[config.mk]
export PLATFORM = sky130hd
export DESIGN_NAME = mem_port_arbiter
export DESIGN_NICKNAME = d
export VERILOG_FILES = /design/src/rtl/mem_port_arbiter.sv
export SDC_FILE = /design/constraint.sdc
export NUM_CORES = 1
export LEC_CHECK = 0
export CAP_MARGIN = 20
export CORE_MARGIN = 2
export CORE_UTILIZATION = 41
export DETAILED_ROUTE_END_ITERATION = 10
export GPL_ROUTABILITY_DRIVEN = 0
export PLACE_DENSITY_LB_ADDON = 0.1
export SLEW_MARGIN = 5
export SYNTH_ARGS = -nofsm -noshare
export SYNTH_HDL_FRONTEND = slang
export SYNTH_SLANG_ARGS = --single-unit
[constraint.sdc]
create_clock -name clk -period 6.95 [get_ports clk]
set_clock_uncertainty 0.2 [all_clocks]
set_input_delay 1.0425 -clock clk [delete_from_list [all_inputs] [get_ports clk]]
set_output_delay 1.0425 -clock clk [all_outputs]
set_load 0.02 [all_outputs]
[src/rtl/mem_port_arbiter.sv]
// mem_port_arbiter: shares one single-port synchronous memory between the CPU
// instruction-fetch port (if_*) and the CPU data port (d_*). One access is in
// flight at a time. The data port has priority, but fetch is forced to win
// after STARVE_MAX consecutive data grants while it waits.
//
// Ports:
//   clk, rst_n                      clock, asynchronous active-low reset
//   if_req/if_addr                  fetch request (read only)
//   if_gnt/if_rvalid/if_rdata       fetch accept pulse, response pulse, held data
//   d_req/d_wen/d_addr/d_wdata      data request (read or write)
//   d_gnt/d_rvalid/d_rdata          data accept pulse, response/write-ack pulse, held data
//   mem_en/mem_wen/mem_addr/mem_wdata/mem_rdata   memory side
//   busy                            FSM not idle
// All outputs are registered.
module mem_port_arbiter #(
  parameter int unsigned ADDR_W     = 32,
  parameter int unsigned DATA_W     = 32,
  parameter int unsigned MEM_LAT    = 1,
  parameter int unsigned STARVE_MAX = 4
) (
  input  logic              clk,
  input  logic              rst_n,
  input  logic              if_req,
  input  logic [ADDR_W-1:0] if_addr,
  output logic              if_gnt,
  output logic              if_rvalid,
  output logic [DATA_W-1:0] if_rdata,
  input  logic              d_req,
  input  logic              d_wen,
  input  logic [ADDR_W-1:0] d_addr,
  input  logic [DATA_W-1:0] d_wdata,
  output logic              d_gnt,
  output logic              d_rvalid,
  output logic [DATA_W-1:0] d_rdata,
  output logic              mem_en,
  output logic              mem_wen,
  output logic [ADDR_W-1:0] mem_addr,
  output logic [DATA_W-1:0] mem_wdata,
  input  logic [DATA_W-1:0] mem_rdata,
  output logic              busy
);

  // 4 bits covers MEM_LAT up to 8 and STARVE_MAX up to 15.
  localparam int unsigned CNT_W = 4;

  typedef enum logic [1:0] {
    S_IDLE  = 2'd0,
    S_ISSUE = 2'd1,
    S_WAIT  = 2'd2,
    S_RESP  = 2'd3
  } state_t;

  state_t            state, state_d;
  logic              owner, owner_d;       // 1 = data port owns the transaction
  logic [CNT_W-1:0]  starve, starve_d;
  logic [CNT_W-1:0]  lat, lat_d;
  logic              d_win;

  logic              mem_wen_d;
  logic [ADDR_W-1:0] mem_addr_d;
  logic [DATA_W-1:0] mem_wdata_d;
  logic [DATA_W-1:0] if_rdata_d, d_rdata_d;
  logic              if_gnt_d, d_gnt_d, mem_en_d, if_rvalid_d, d_rvalid_d, busy_d;

  // Next-state, arbitration and next values of the registered outputs.
  always_comb begin
    state_d     = state;
    owner_d     = owner;
    starve_d    = starve;
    lat_d       = lat;
    d_win       = 1'b0;
    mem_wen_d   = mem_wen;
    mem_addr_d  = mem_addr;
    mem_wdata_d = mem_wdata;
    if_rdata_d  = if_rdata;
    d_rdata_d   = d_rdata;

    unique case (state)
      S_IDLE: begin
        if (if_req || d_req) begin
          // Data wins unless fetch has waited through STARVE_MAX data grants.
          d_win      = (d_req && (starve < CNT_W'(STARVE_MAX))) || !if_req;
          owner_d    = d_win;
          mem_addr_d = d_win ? d_addr : if_addr;
          mem_wen_d  = d_win && d_wen;
          if (d_win) begin
            mem_wdata_d = d_wdata;
          end
          if (d_win && if_req) begin
            starve_d = (starve == CNT_W'(STARVE_MAX)) ? starve : starve + CNT_W'(1);
          end else begin
            starve_d = '0;
          end
          state_d = S_ISSUE;
        end
      end
      S_ISSUE: begin
        lat_d   = CNT_W'(MEM_LAT);
        state_d = S_WAIT;
      end
      S_WAIT: begin
        // Counter reads 1 exactly MEM_LAT cycles after ISSUE: read data is valid now.
        if (lat == CNT_W'(1)) begin
          lat_d   = '0;
          state_d = S_RESP;
          if (!mem_wen) begin
            if (owner) d_rdata_d  = mem_rdata;
            else       if_rdata_d = mem_rdata;
          end
        end else begin
          lat_d = lat - CNT_W'(1);
        end
      end
      S_RESP: begin
        state_d = S_IDLE;
      end
      default: begin
        state_d = S_IDLE;
      end
    endcase

    mem_en_d    = (state_d == S_ISSUE);
    if_gnt_d    = (state_d == S_ISSUE) && !owner_d;
    d_gnt_d     = (state_d == S_ISSUE) &&  owner_d;
    if_rvalid_d = (state_d == S_RESP)  && !owner_d;
    d_rvalid_d  = (state_d == S_RESP)  &&  owner_d;
    busy_d      = (state_d != S_IDLE);
  end

  // State and output registers; reset aborts any transaction in flight.
  always_ff @(posedge clk or negedge rst_n) begin
    if (!rst_n) begin
      state     <= S_IDLE;
      owner     <= 1'b0;
      starve    <= '0;
      lat       <= '0;
      mem_en    <= 1'b0;
      mem_wen   <= 1'b0;
      mem_addr  <= '0;
      mem_wdata <= '0;
      if_gnt    <= 1'b0;
      d_gnt     <= 1'b0;
      if_rvalid <= 1'b0;
      d_rvalid  <= 1'b0;
      if_rdata  <= '0;
      d_rdata   <= '0;
      busy      <= 1'b0;
    end else begin
      state     <= state_d;
      owner     <= owner_d;
      starve    <= starve_d;
      lat       <= lat_d;
      mem_en    <= mem_en_d;
      mem_wen   <= mem_wen_d;
      mem_addr  <= mem_addr_d;
      mem_wdata <= mem_wdata_d;
      if_gnt    <= if_gnt_d;
      d_gnt     <= d_gnt_d;
      if_rvalid <= if_rvalid_d;
      d_rvalid  <= d_rvalid_d;
      if_rdata  <= if_rdata_d;
      d_rdata   <= d_rdata_d;
      busy      <= busy_d;
    end
  end

endmodule

Word level (Yosys, flattened, before mapping)
Index checks and enable logic that the tools add are counted.
{"block": "op_classes", "n_reduce_logical": 19, "muxes": 10, "add_sub_neg": 2, "n_eq_ne": 8, "order_cmp": 1, "bitwise_logic": 2}
{"cell": "32-bit two-way mux", "count": 1}
{"cell": "4-bit two-way mux", "count": 3}
{"cell": "2-bit one-hot mux with 4 select lines", "count": 1}
{"cell": "4-bit one-hot mux with 2 select lines", "count": 1}
{"cell": "4-bit AND reduction", "count": 2}
{"cell": "1-bit logical AND", "count": 7}
{"cell": "2-bit equality test, second input constant", "count": 3}
{"cell": "3-bit AND reduction", "count": 2}
{"cell": "4-bit by 1-bit adder with 4-bit output, second input constant", "count": 1}
{"cell": "2-bit by 1-bit equality test with 1-bit output, second input constant", "count": 2}
{"cell": "4-bit by 1-bit equality test with 1-bit output, second input constant", "count": 1}
{"cell": "4-bit by 3-bit equality test with 1-bit output, second input constant", "count": 1}
{"cell": "4-bit by 3-bit < comparator with 1-bit output, second input constant", "count": 1}
{"cell": "2-bit two-way mux", "count": 2}
{"cell": "2-bit nonzero test", "count": 2}
{"cell": "4-bit by 1-bit subtractor with 4-bit output, second input constant", "count": 1}
{"cell": "1-bit zero test", "count": 2}
{"cell": "2-bit zero test", "count": 1}
{"cell": "1-bit logical OR", "count": 2}
{"cell": "1-bit two-way mux", "count": 2}
{"cell": "2-bit != test, second input constant", "count": 1}
{"cell": "1-bit inverter", "count": 2}
{"cell": "2-bit AND reduction", "count": 1}
{"block": "totals", "word_cells": 57, "output_inout_bits": 135, "regBits": 146, "in_bits": 133}

Longest topological paths before layout
{"block": "depth", "ltp_word": 7, "mapped_depth": 7}

Worst setup path before layout
Ideal clock, no wire load.
{"block": "synth_timing", "path_type": "in2reg", "startpoint": "input if_req", "endpoint": "register mem_wdata[10]", "setup_ns": 0.125, "path_buffers": 2, "path_stages": 5, "path_slack_ns": 4.460, "t_arrival_ns": 2.165, "path_cell_list": "o21ai_0 and3_1 clkbuf_1 buf_1 mux2_2"}
{"block": "synth_between", "elab_chain_len": 3, "word_cells_on_any_way": 4, "classes_between": "4 x reduce/logical"}
{"element": "from (decl)", "line_no": "23", "source": "input logic if_req,"}
{"element": "1-bit zero test", "line_no": "82", "source": "d_win = (d_req && (starve < CNT_W'(STARVE_MAX))) || !if_req;"}
{"element": "1-bit logical OR", "line_no": "82"}
{"element": "3-bit AND reduction (no line) *"}
{"element": "to (signal assigned)", "line_no": "156", "source": "mem_wdata <= mem_wdata_d;"}
{"element": "to (decl)", "line_no": "38", "source": "output logic [DATA_W-1:0] mem_wdata,"}
Every way passes the cells marked *; elsewhere a longest branch is shown, timed or not.
A chain may end at the register's enable or synchronous reset.

Worst setup path after layout
{"block": "layout_timing", "startpoint": "input d_req", "endpoint": "register mem_addr[4]"}
{"block": "layout_between", "elab_chain_len": 3, "word_cells_on_any_way": 5, "classes_between": "1 x mux; 4 x reduce/logical"}
{"element": "from (decl)", "line_no": "28", "source": "input logic d_req,"}
{"element": "1-bit logical AND", "line_no": "82"}
{"element": "1-bit logical OR", "line_no": "82"}
{"element": "32-bit two-way mux", "line_no": "84", "source": "mem_addr_d = d_win ? d_addr : if_addr;"}
{"element": "to (signal assigned)", "line_no": "155", "source": "mem_addr <= mem_addr_d;"}
{"element": "to (decl)", "line_no": "37", "source": "output logic [ADDR_W-1:0] mem_addr,"}
Parallel ways exist; a longest one is shown, timed or not.

==> impl_metrics.tcl <==
set metrics [dict create \
    power_leakage_uw 0.00404 \
    drtIter0Drc 287 \
    power.density_mw_per_mm2 502 \
    postSynthCellCount 462 \
    critPathMaxStageDelay_ps 580 \
    port_buffers 267 \
    yosys-top-cells-area "dfrtp_1 (60%), mux2_2 (12%), mux2_4 (7.4%)" \
    layout-drive-gt1-share 0.185 \
    numCtsBuffers 17 \
    use_met1 0.272 \
    slowest_stage "clkdlybuf4s50_1" \
    hold_buffers 0 \
    vias 4675 \
    synth_area_per_cell_um2 13.1 \
    ctsResizeCount 0 \
    grt_max_degree 75 \
    synth_most_common_cell "dfrtp_1" \
    dpl_cell_area_mm2 0.00893 \
    antenna_cells 0 \
    antenna_found_initial 0 \
    die_w_um 126 \
    hp-start "mem_addr[17]" \
    grt_use_met2 0.349 \
    htree_levels 4 \
    worst_hold_path_type "flip-flop to flip-flop" \
    grt_pass1_wl_um 26700 \
    dr.pass1.iters 4 \
    clkLatencyLatePin_ps 410 \
    cts.sinks 146 \
    clk_path_buf_depth 2 \
    finalCritPeriodShare 0.437 \
    syn_nets 602 \
    synth_flop_cell "dfrtp_1" \
    cp_top_family "buffers and inverters" \
    pin_count 268 \
    met3_usage 0.0646 \
    core_area_mm2 0.0145 \
    syn_to_final_growth_pct 57.0 \
    worst_pin_slew_ps 940 \
    synth.top_cells.by_count "dfrtp_1 (146), nand2_1 (70), mux2_2 (65)" \
    hold_viol 0 \
    yosysWarnings 0 \
    crit_required_ps 7080 \
    path_max_fanout 30 \
    finalMaxSlewViolations 0 \
    cts-root-buf "clkbuf_16" \
    startpoint_type "input pin" \
    final_area_mm2 0.00953 \
    path_buf_inv 3 \
    rsz0062_at_grt "false" \
    netlist_area_mm2 0.00607 \
    cts_tree "built" \
    overflow 0 \
    rr_startpoint "lat[1]" \
    initial_utilization 0.419 \
    ant_nets 0 \
    yosysTopAreaCell "dfrtp_1" \
    drc 0 \
    core.rowCount 44 \
    maxCapViolCount 0 \
    tns_ps 0 \
    clk_pin_slew_ps 60 \
    routed_wl_um 16700 \
    ys_seq_area_frac 0.602 \
    crit_chain "clkdlybuf4s50_1 -> or3b_1 -> buf_16 -> and2_1 -> buf_8 -> o211ai_1" \
    critPathKind "input pin to flip-flop" \
    dpl.hpwl_um 11800 \
    postCtsSetupRepairBufs 0 \
    ys_ff_latch 146 \
    async_flop_share 1.00 \
    vdd_drop_max_mv 0.206 \
    layout.nets 865 \
    crit_start "d_req" \
    design.die.area_mm2 0.0158 \
    slew_headroom 0.373 \
    die_height_um 126 \
    end_kind "flip-flop" \
    fmaxAchievable_ghz 0.329 \
    arrival_ps 3170 \
    groute.usage.overall 0.215 \
    finalSetupViolations 0 \
    via_per_inst 5.08 \
    grt_pass1_vias 4919 \
    synth_top_area_frac 0.602 \
    wire_per_inst_um 18.2 \
    ys_types 34 \
    layout_min_cycle_time_ps 3040 \
    top_usage_layer "met2" \
    synth_edf_count 0 \
    status "complete, no violations" \
]
logic make-up (layout without fill, tap and decap cells):
family	count (synthesis)	in the layout	synth area share
flops	146	146	0.602
mux	97	97	0.199
compound gates	47	47	0.0563
fa+ha+maj	7	7	0.0144
buf+inv	42	317	0.0305
simple gates	123	123	0.0983
per-stage QoR:
step	total power [uW]	instances	util	hold WS [ps]	worst slack (ps)
final	4790	921	0.658	296	3910
after floorplan	2790	462	-	260	4460
after detailed placement	3910	889	0.617	283	3110
after CTS	4830	920	0.656	296	3530
after global routing	5050	921	0.658	316	3820
after global placement	3850	887	0.614	272	2680
registers in the layout, summed over array words and instances, names as in the netlist, 2 cells and up:
name / count
if_rdata: 32
lat: 4
d_rdata: 32
mem_addr: 32
starve: 4
state: 2
mem_wdata: 32
cells in the final DEF, fill, tap and decap left out, types with 5 or more instances in the layout:
master and n:
dfrtp_1 146, buf_4 7, ha_1 7, inv_1 9, nand4_1 32, mux2_2 65, nand2_1 70, mux2_4 30
clkbuf_1 5, o211ai_1 32, clkdlybuf4s50_1 266, clkbuf_16 17, nor3_1 5
where the power goes:
part | leakage, uW | internal, uW | total, uW | switching [uW]
clock | 0.000284 | 563 | 896 | 333
combinational | 0.00200 | 1240 | 2390 | 1150
sequential | 0.00175 | 1270 | 1500 | 226
path summary, 6_finish.rpt:
| check | end | slack (ps) | cells past startpoint |
|---|---|---|---|
| worst max-delay path | mem_addr[4] | 3910 | 6 |
| worst min-delay path | mem_addr[17] | 300 | 2 |
| worst max register to register | d_rdata[16] | 4200 | 6 |
| worst min register to register | mem_addr[17] | 300 | 2 |
| max in group asynchronous | if_rdata[0] | 4680 | 2 |
| min in group asynchronous | d_rdata[10] | 420 | 1 |
cell type report:
type                    instances  area (um^2)
fillers                      1071         4950
clock buffers                  26          499
multi-input cells             274         2240
inverters                       9         33.8
repair buffers                277         2800
well taps                     184          230
flip-flops and latches        146         3650
clock inverters                 5         75.1
worst reg2reg max path: cells and delay by family, from the launching register on:
kind	cells	cell delay [ps]
AND/OR/NAND/NOR	2	1050
multiplexers	1	400
buffers and inverters	2	430
flip-flops	1	370
adder cells (fa/ha/maj)	1	180
per-layer routing:
metal | wire length, um | share of wire
met1 | 7110 | 0.43
met2 | 7930 | 0.47
met3 | 1260 | 0.076
met4 | 416 | 0.025
met5 | 0 | 0
(Power assumes the default switching activity.)
